$ cat src/rtl/usr_pkg.sv
// usr_pkg -- shared definitions for the universal shift register.
//   MODE_HOLD/MODE_SHR/MODE_SHL/MODE_LOAD : 2-bit mode encodings
//   usr_state_t                           : burst engine states
//   usr_step()                            : single-step next value of the register
// The step function works on a USR_MAX_W-bit container so one function serves
// every register width; callers zero-extend q in and truncate the result.
package usr_pkg;

   localparam int unsigned USR_MAX_W = 64;

   localparam logic [1:0] MODE_HOLD = 2'b00;
   localparam logic [1:0] MODE_SHR  = 2'b01;
   localparam logic [1:0] MODE_SHL  = 2'b10;
   localparam logic [1:0] MODE_LOAD = 2'b11;

   typedef enum logic {
      ST_IDLE  = 1'b0,
      ST_BURST = 1'b1
   } usr_state_t;

   // Next value for hold/shift modes; load is handled by the caller since it
   // needs the parallel data. Bits of q at or above width must be zero.
   function automatic logic [USR_MAX_W-1:0] usr_step(
      input logic [USR_MAX_W-1:0] q,
      input int unsigned          width,
      input logic [1:0]           mode,
      input logic                 rot,
      input logic                 sin_l,
      input logic                 sin_r
   );
      logic [USR_MAX_W-1:0] mask;
      logic [USR_MAX_W-1:0] msb_sel;
      logic                 msb;
      logic                 in_bit;
      logic [USR_MAX_W-1:0] r;
      mask    = ~({USR_MAX_W{1'b1}} << width);
      msb_sel = {{(USR_MAX_W-1){1'b0}}, 1'b1} << (width - 1);
      msb     = |(q & msb_sel);
      r       = q;
      case (mode)
         MODE_SHR: begin
            in_bit = rot ? q[0] : sin_l;
            r = (q >> 1) | (in_bit ? msb_sel : '0);
         end
         MODE_SHL: begin
            in_bit = rot ? msb : sin_r;
            r = ((q << 1) & mask) | {{(USR_MAX_W-1){1'b0}}, in_bit};
         end
         default: r = q;
      endcase
      return r;
   endfunction

endpackage

$ cat src/rtl/universal_shift_reg.sv
// universal_shift_reg -- WIDTH-bit register with hold, shift right, shift left
// and parallel load, fill or rotate shifting, and an N-step burst engine.
//   clk, rst (sync, active-low)      : clock and reset
//   en                               : global enable; 0 freezes all state
//   mode[1:0], rot, sin_l, sin_r, d  : operation select, rotate, serial/parallel data
//   start, amt[AMT_W-1:0]            : burst request and step count
//   q, so_l, so_r                    : register contents and serial outputs
//   busy, done                       : burst in progress / one-cycle completion pulse
module universal_shift_reg
   import usr_pkg::*;
#(
   parameter int unsigned         WIDTH     = 8,
   parameter logic [WIDTH-1:0]    RESET_VAL = '0,
   localparam int unsigned        AMT_W     = $clog2(WIDTH) + 1
) (
   input  logic             clk,
   input  logic             rst,
   input  logic             en,
   input  logic [1:0]       mode,
   input  logic             rot,
   input  logic             sin_l,
   input  logic             sin_r,
   input  logic [WIDTH-1:0] d,
   input  logic             start,
   input  logic [AMT_W-1:0] amt,
   output logic [WIDTH-1:0] q,
   output logic             so_l,
   output logic             so_r,
   output logic             busy,
   output logic             done
);

   usr_state_t       state;
   logic [AMT_W-1:0] cnt;
   logic [1:0]       burst_mode;
   logic             burst_rot;
   logic [1:0]       step_mode;
   logic             step_rot;
   logic             is_shift;
   logic [WIDTH-1:0] q_step;

   // Burst steps use the mode/rot latched at start; idle steps use live inputs.
   always_comb begin
      step_mode = mode;
      step_rot  = rot;
      if (state == ST_BURST) begin
         step_mode = burst_mode;
         step_rot  = burst_rot;
      end
      is_shift = (mode == MODE_SHR) || (mode == MODE_SHL);
      q_step   = WIDTH'(usr_step(USR_MAX_W'(q), WIDTH, step_mode, step_rot, sin_l, sin_r));
   end

   always_ff @(posedge clk) begin
      if (!rst) begin
         q          <= RESET_VAL;
         state      <= ST_IDLE;
         cnt        <= '0;
         burst_mode <= MODE_HOLD;
         burst_rot  <= 1'b0;
         done       <= 1'b0;
      end else begin
         done <= 1'b0;
         if (en) begin
            case (state)
               ST_IDLE: begin
                  if (start && is_shift) begin
                     // The start edge itself never shifts.
                     if (amt == '0) begin
                        done <= 1'b1;
                     end else begin
                        burst_mode <= mode;
                        burst_rot  <= rot;
                        cnt        <= amt;
                        state      <= ST_BURST;
                     end
                  end else if (mode == MODE_LOAD) begin
                     q <= d;
                  end else begin
                     q <= q_step;
                  end
               end
               ST_BURST: begin
                  q   <= q_step;
                  cnt <= cnt - 1'b1;
                  if (cnt == AMT_W'(1)) begin
                     state <= ST_IDLE;
                     done  <= 1'b1;
                  end
               end
               default: state <= ST_IDLE;
            endcase
         end
      end
   end

   assign busy = (state == ST_BURST);
   assign so_l = q[WIDTH-1];
   assign so_r = q[0];

endmodule

$ cat config.mk
export PLATFORM = sky130hd
export DESIGN_NAME = universal_shift_reg
export DESIGN_NICKNAME = d
export VERILOG_FILES = /design/src/rtl/usr_pkg.sv /design/src/rtl/universal_shift_reg.sv
export SDC_FILE = /design/constraint.sdc
export NUM_CORES = 1
export LEC_CHECK = 0
export ABC_AREA = 1
export CORE_ASPECT_RATIO = 0.8
export CORE_MARGIN = 8
export CORE_UTILIZATION = 44
export CTS_BUF_LIST = sky130_fd_sc_hd__clkbuf_8
export DETAILED_ROUTE_END_ITERATION = 6
export GPL_TIMING_DRIVEN = 0
export PLACE_DENSITY_LB_ADDON = 0.08
export SLEW_MARGIN = 10
export SYNTH_ARGS = -nofsm -noshare
export SYNTH_HDL_FRONTEND = slang
export SYNTH_SLANG_ARGS = --single-unit
$ cat constraint.sdc
create_clock -name clk -period 1.55 [get_ports clk]
set_input_delay 0.31 -clock clk [delete_from_list [all_inputs] [get_ports clk]]
set_output_delay 0.31 -clock clk [all_outputs]
set_load 0.02 [all_outputs]
==> run metrics, run 1 <==
status finished clean; post-synth net total 217; Placed Area 1600 µm²; die area 4640 µm²; Hold WC Path Type reg2reg; power per cell area 799 nW/µm²; Nets 257; ys async rst share 0%; Vias per Instance 4.84; Routed WL 3360 µm; FMAX 662 MHz; combinational family with the most area after synthesis simple AND/OR/NAND/NOR gates; CTS tree yes; clock sinks 17; switch share 36.1%; reg2reg setup slack 0.04 ns; top-area cell type share of the netlist area 28.6%; WL/cell 12.5 µm; Detailed Route Iter0 Violations 42; RR Startpoint busy; worst hold slack 0.469 ns; synthesized area 1190 µm²; DP Cell Count 261; fin util 64.7%; Worst setup endpoint q[4]; DRT Pass-1 Iters 4; max_slew headroom 68.3%; reg-to-reg endpoint q[4]; gr usage total 14.9%; part of the power in combinational logic 38.3%; CTS root buffer clkbuf_8; initial antenna violation count 0; vias in the first global route 1221; Post-Synth XOR/XNOR Area 0%; Req. time, crit path 1.74 ns; Synth area leader dfxtp_1; Hold Vio Cnt, Final 0; die height 62.5 µm; Reg clk slew, reported paths 0.08 ns; Post-Synth Adder-Cell Area 5.25%; post-synth cell types 23; floorplan die width 74.2 µm; FP Rows 17; R2R cell count 10; synth cell count leaders 60 x nand2_1, 25 x nor2_1, 24 x inv_1, 17 x dfxtp_1, 15 x o21ai_0; Synth Register Bits 17; core area 2660 µm²; RSZ-0062 raised after global routing no; EDFF count, synth 0; Syn Inst Count 191; Critical Path AT 1.70 ns; clk_lat worst skew 0.26 ns; CP Launch Point busy; Final setup violation count 0; CP Capture Type register; total congestion overflow 0; number of max-cap violations 0; first-pass GRT wire length 5510 µm; CTS buffer count 3; H-tree depth 1; post-route cell area 1720 µm²; Startpoint Class register; syn avg cell area 6.24 µm²; top-count cell post-synth nand2_1; Final min period 1.51 ns; DRC viols 0; Final Max Slew Viols 0; Sw Pwr 496 µW; Compound-Gate Fraction of Synth Area 13.1%; port bufs 32; antenna cells 0; period utilisation layout 97.4%; Layout Skew 0.00868 ns; synth warn 0; share of cells above drive strength 1 18.3%; Post-DP HPWL 2500 µm; Pint 879 µW; kind of critical path reg2reg; multiplexer share of the synthesized area 0%; worst slew pin tran 0.476 ns; register area share after synthesis 28.6%; vias 1296; Reg power frac 36.7%; cts hold-fix bufs 0; Clk pwr share 25.0%; top_reg_cell synth dfxtp_1; Post-Synth Simple-Gate Area 39.7%; Lkg Pwr 0.802 nW; largest net degree at the start of global routing 11; Non-Filler Instances 268; VDD IR max 0.460 mV; placer congestion estimate 0.863; Max Fanout on Critical Path 6; Area Growth Syn to Fin 44.4%; io pins 33; setup TNS 0 ns; Initial Util 44.8%; antenna-violating nets left 0; largest cells by area after synthesis dfxtp_1 29%, nand2_1 19%, nor2_1 7.9%; CTS Buffer Depth 2
-- critical path, cell delays in order (launching register included) --
cell and delay (ns):
dfxtp_4 0.35, buf_8 0.13, o21ai_4 0.15, buf_6 0.12, ha_4 0.17, nand2_2 0.06, o21ai_1 0.09, nand3_1 0.10
nand2_1 0.07, nand2_1 0.07, a21oi_2 0.12
-- how the worst min path moves through the flow --
stage,to,cells after the start,slack (ns),startpoint
2_1_floorplan,burst_mode[0],2,0.43,burst_mode[0]
3_3_place_gp,burst_mode[0],2,0.45,burst_mode[0]
3_5_place_dp,burst_mode[0],2,0.46,burst_mode[0]
4_1_cts,cnt[3],2,0.47,cnt[3]
5_1_grt,burst_mode[1],2,0.51,burst_mode[1]
6_report,cnt[3],2,0.47,cnt[3]
-- layout by cell type, fill, tap and decap left out, drive strengths merged --
master         instances
clkbuf                 4
nor2                  27
a21oi                 11
nand4                  4
clkinv                 1
dlygate4sd2           11
a211oi                 1
ha                     5
o22ai                  3
o21ai                 15
clkdlybuf4s50         19
dlymetal6s2s           2
inv                   29
nand2                 63
dfxtp                 17
buf                    7
nand3                 11
-- state kept, by name, summed over array words and instances (netlist names) --
signal	count
q	8
burst_mode	2
cnt	4
burst_rot	1
busy	1
done	1
-- power by group through the flow --
stage	combinational, mW	sequential [mW]	clock [mW]
detailed placement	0.489	0.514	0
global route	0.579	0.510	0.366
global placement	0.482	0.513	0
finish	0.527	0.504	0.344
CTS	0.495	0.503	0.355
floorplan	0.292	0.537	0
-- per-stage QoR --
stage / setup WS (ns) / total power [mW]
2_1_floorplan: -0.0163 / 0.829
6_report: 0.0403 / 1.38
3_5_place_dp: -0.397 / 1.00
3_3_place_gp: -0.388 / 0.996
5_1_grt: 0.00265 / 1.46
4_1_cts: -0.0228 / 1.35
-- final cells by class --
cell class / instances / area [µm²]
inverters: 29 / 124
fillers: 269 / 938
clock buffers: 3 / 41.3
well taps: 38 / 47.5
multi-input cells: 140 / 779
repair buffers: 36 / 345
clock inverters: 1 / 5.00
flip-flops and latches: 17 / 344
plain buffers: 4 / 33.8
-- cell families after synthesis --
| logic type | count (synthesis) |
|---|---|
| compound gates | 30 |
| fa+ha+maj | 5 |
| buf+inv | 34 |
| flops | 17 |
| simple gates | 105 |
-- routing by layer --
metal	share of wire (%)	track usage, %
met2	47	22.8
met1	44	18.2
met5	0	0
met4	0.92	4.98
met3	7.8	5.61
-- timing repair --
item | in CTS | in global routing
setup buffers | 3 | 1
pin swaps | 3 | 8
endpoints found under the setup margin | 25 | 10
resized for setup | 22 | 15
(Power assumes the default switching activity.)
==> inputs of run 2 (changes only) <==
--- a/config.mk
+++ b/config.mk
@@ -8,8 +8,8 @@
 export ABC_AREA = 1
 export CORE_ASPECT_RATIO = 0.8
 export CORE_MARGIN = 8
-export CORE_UTILIZATION = 44
-export CTS_BUF_LIST = sky130_fd_sc_hd__clkbuf_8
+export CORE_UTILIZATION = 25
+export CTS_BUF_LIST = sky130_fd_sc_hd__clkbuf_16
 export DETAILED_ROUTE_END_ITERATION = 6
 export GPL_TIMING_DRIVEN = 0
 export PLACE_DENSITY_LB_ADDON = 0.08
==> run 2 against run 1 <==
  * Flip-flop and latch count did not move
  * Register-to-register slack improved by 0.04 ns
  * Via count fell by 2.9%
  * Combinational power rose by 7.2%
  * Sequential share of layout area fell by 1.3 points
  * Sequential power rose by 1%
  * Setup slack improved by 0.0027 ns
  * Non-clock buffer count did not move
  * Critical path type is now reg2out
  * Largest cell class unchanged
  * Highest routed layer unchanged
==> run metrics, run 2 (synthesized netlist as in run 1, its figures left out) <==
VDD IR max 0.422 mV (was 0.460 mV); Startpoint Class register (unchanged); Lkg Pwr 0.841 nW (was 0.802 nW); port bufs 32 (unchanged); Power Total 1.59 mW (was 1.38 mW); first-pass GRT wire length 5970 µm (was 5510 µm); switch share 32.9% (was 36.1%); largest registers q (8), cnt (4), burst_mode (2) (unchanged); Vias per Instance 4.34 (was 4.84); FMAX 664 MHz (was 662 MHz); DRC viols 0 (unchanged); die area 7240 µm² (was 4640 µm²); floorplan die width 93.2 µm (was 74.2 µm); Layout Skew 0.00377 ns (was 0.00868 ns); commonest cells after routing, fill and taps aside 54 x nand2_1, 20 x inv_1, 19 x nor2_1, 19 x clkdlybuf4s50_1, 16 x dfxtp_1 (was 55 x nand2_1, 25 x nor2_1, 19 x inv_1, 19 x clkdlybuf4s50_1, 16 x dfxtp_1); Critical Path AT 1.20 ns (was 1.70 ns); WHS Path Cells 3 (was 2); Final min period 1.51 ns (about the same); CTS Buffer Depth 2 (unchanged); largest net degree at the start of global routing 11 (unchanged); Crit path max-delay family buffers and inverters (was compound AO/OA/AOI/OAI gates); Slowest-stage cell, CP clkdlybuf4s50_1 (was dfxtp_4); WL/cell 12.3 µm (was 12.5 µm); share of cells above drive strength 1 20.4% (was 18.3%); Initial Util 25.9% (was 44.8%); total congestion overflow 0 (unchanged); slowest stage delay, CP 0.60 ns (was 0.35 ns); FP Rows 22 (was 17); most common cell after layout, fill and taps aside nand2_1 (unchanged); H-tree depth 1 (unchanged); reg2reg setup slack 0.08 ns (was 0.04 ns); gr usage total 10.2% (was 14.9%); Sw Pwr 523 µW (was 496 µW); Nets 257 (unchanged); CTS root buffer clkbuf_16 (was clkbuf_8); Max Fanout on Critical Path 2 (was 6); clk_lat worst skew 0.25 ns (was 0.26 ns); placer congestion estimate 0.817 (was 0.863); max_slew headroom 66.1% (was 68.3%); antenna-violating nets left 0 (unchanged); Hold Vio Cnt, Final 0 (unchanged); Buf+Inv Stages, Crit Path 1 (was 2); kind of critical path reg2out (was reg2reg); Hold WC Path Type in2reg (was reg2reg); Reg power frac 32.1% (was 36.7%); RSZ-0062 raised after global routing yes (was no); Clk pwr share 32.3% (was 25.0%); DRT Pass-1 Iters 4 (unchanged); fin util 39.9% (was 64.7%); Final Max Slew Viols 0 (unchanged); vias 1259 (was 1296); R2R cell count 9 (was 10); RR Startpoint busy (unchanged); antenna cells 0 (unchanged); Reg clk slew, reported paths 0.05 ns (was 0.08 ns); core area 4600 µm² (was 2660 µm²); power per cell area 865 nW/µm² (was 799 nW/µm²); reg-to-reg endpoint q[3] (was q[4]); die height 77.7 µm (was 62.5 µm); number of max-cap violations 0 (unchanged); io pins 33 (unchanged); CTS tree yes (unchanged); clock sinks 17 (unchanged); Non-Filler Instances 290 (was 268); worst slew pin tran 0.509 ns (was 0.476 ns); max reg flops 8 (unchanged); DP Cell Count 283 (was 261); CTS buffer count 3 (unchanged); status finished clean (unchanged); vias in the first global route 1194 (was 1221); initial antenna violation count 0 (unchanged); Req. time, crit path 1.24 ns (was 1.74 ns); Area Growth Syn to Fin 54.1% (was 44.4%); CP Capture Type primary output (was register); crit-path cells clkdlybuf4s50_1 (was buf_8 -> o21ai_4 -> buf_6 -> ha_4 -> nand2_2 -> o21ai_1 -> nand3_1 -> nand2_1 -> nand2_1 -> a21oi_2); Detailed Route Iter0 Violations 58 (was 42); hold endpoint burst_mode[1] (was cnt[3]); min-delay src mode[1] (was cnt[3]); Pint 1.07 mW (was 879 µW); Final setup violation count 0 (unchanged); Routed WL 3570 µm (was 3360 µm); part of the power in combinational logic 35.5% (was 38.3%); period utilisation layout 97.2% (was 97.4%); Post-DP HPWL 2740 µm (was 2500 µm); most flop-heavy register q (unchanged); worst hold slack 0.455 ns (was 0.469 ns)
[run 2: cell types whose count changed in the layout (fill, tap and decap cells not counted), sizes merged]
cell	change
inv	+1
dlymetal6s2s	+2
clkinv	-1
dlygate4sd2	-3
clkbuf	+1
[run 2: worst max path at each step]
stage                      end  cells past startpoint  slack, ns     from
after detailed placement  q[3]                     10      -0.38  mode[0]
after global routing      q[3]                     10     0.0004     busy
after floorplan           q[7]                     12      -0.02     busy
after global placement    q[3]                     10      -0.41  mode[0]
after CTS                 q[0]                     11      -0.09     busy
final                     busy                      1       0.04     busy
[run 2: cell type report]
class / instances / area [µm²]
fillers: 492 / 2760
multi-input cells: 140 / 821
repair buffers: 36 / 349
flip-flops and latches: 17 / 344
inverters: 29 / 129
clock buffers: 3 / 75.1
well taps: 60 / 75.1
plain buffers: 4 / 38.8
clock inverters: 1 / 3.75
[run 2: per-layer routing]
layer	GRT usage (%)	part of all wire, %
met1	14.5	52
met2	13.7	41
met3	4.13	6.5
met4	1.93	0.53
met5	0	0
[run 2: power groups by stage]
stage	clock [mW]	sequential [mW]	combinational (mW)
2_1_floorplan	0	0.537	0.292
3_3_place_gp	0	0.517	0.501
3_5_place_dp	0	0.517	0.496
4_1_cts	0.537	0.508	0.529
5_1_grt	0.557	0.516	0.626
6_report	0.513	0.510	0.565
[run 2: through the flow]
| stage | setup slack [ns] | area, µm² | TNS [ns] |
|---|---|---|---|
| 6_report | 0.0430 | 1840 | 0 |
| 5_1_grt | 0.000386 | 1840 | 0 |
| 4_1_cts | -0.0851 | 1770 | -0.407 |
| 3_5_place_dp | -0.380 | 1630 | -5.23 |
| 3_3_place_gp | -0.406 | 1630 | -5.49 |
| 2_1_floorplan | -0.0163 | 1230 | -0.0638 |
[run 2: what timing repair did]
item / 4_1_cts / 5_1_grt
buffers inserted: 2 / 2
pin swaps: 8 / 11
endpoints found under the setup margin: 22 / 13
gates resized for setup: 29 / 23
hold buffers: 0 / 0
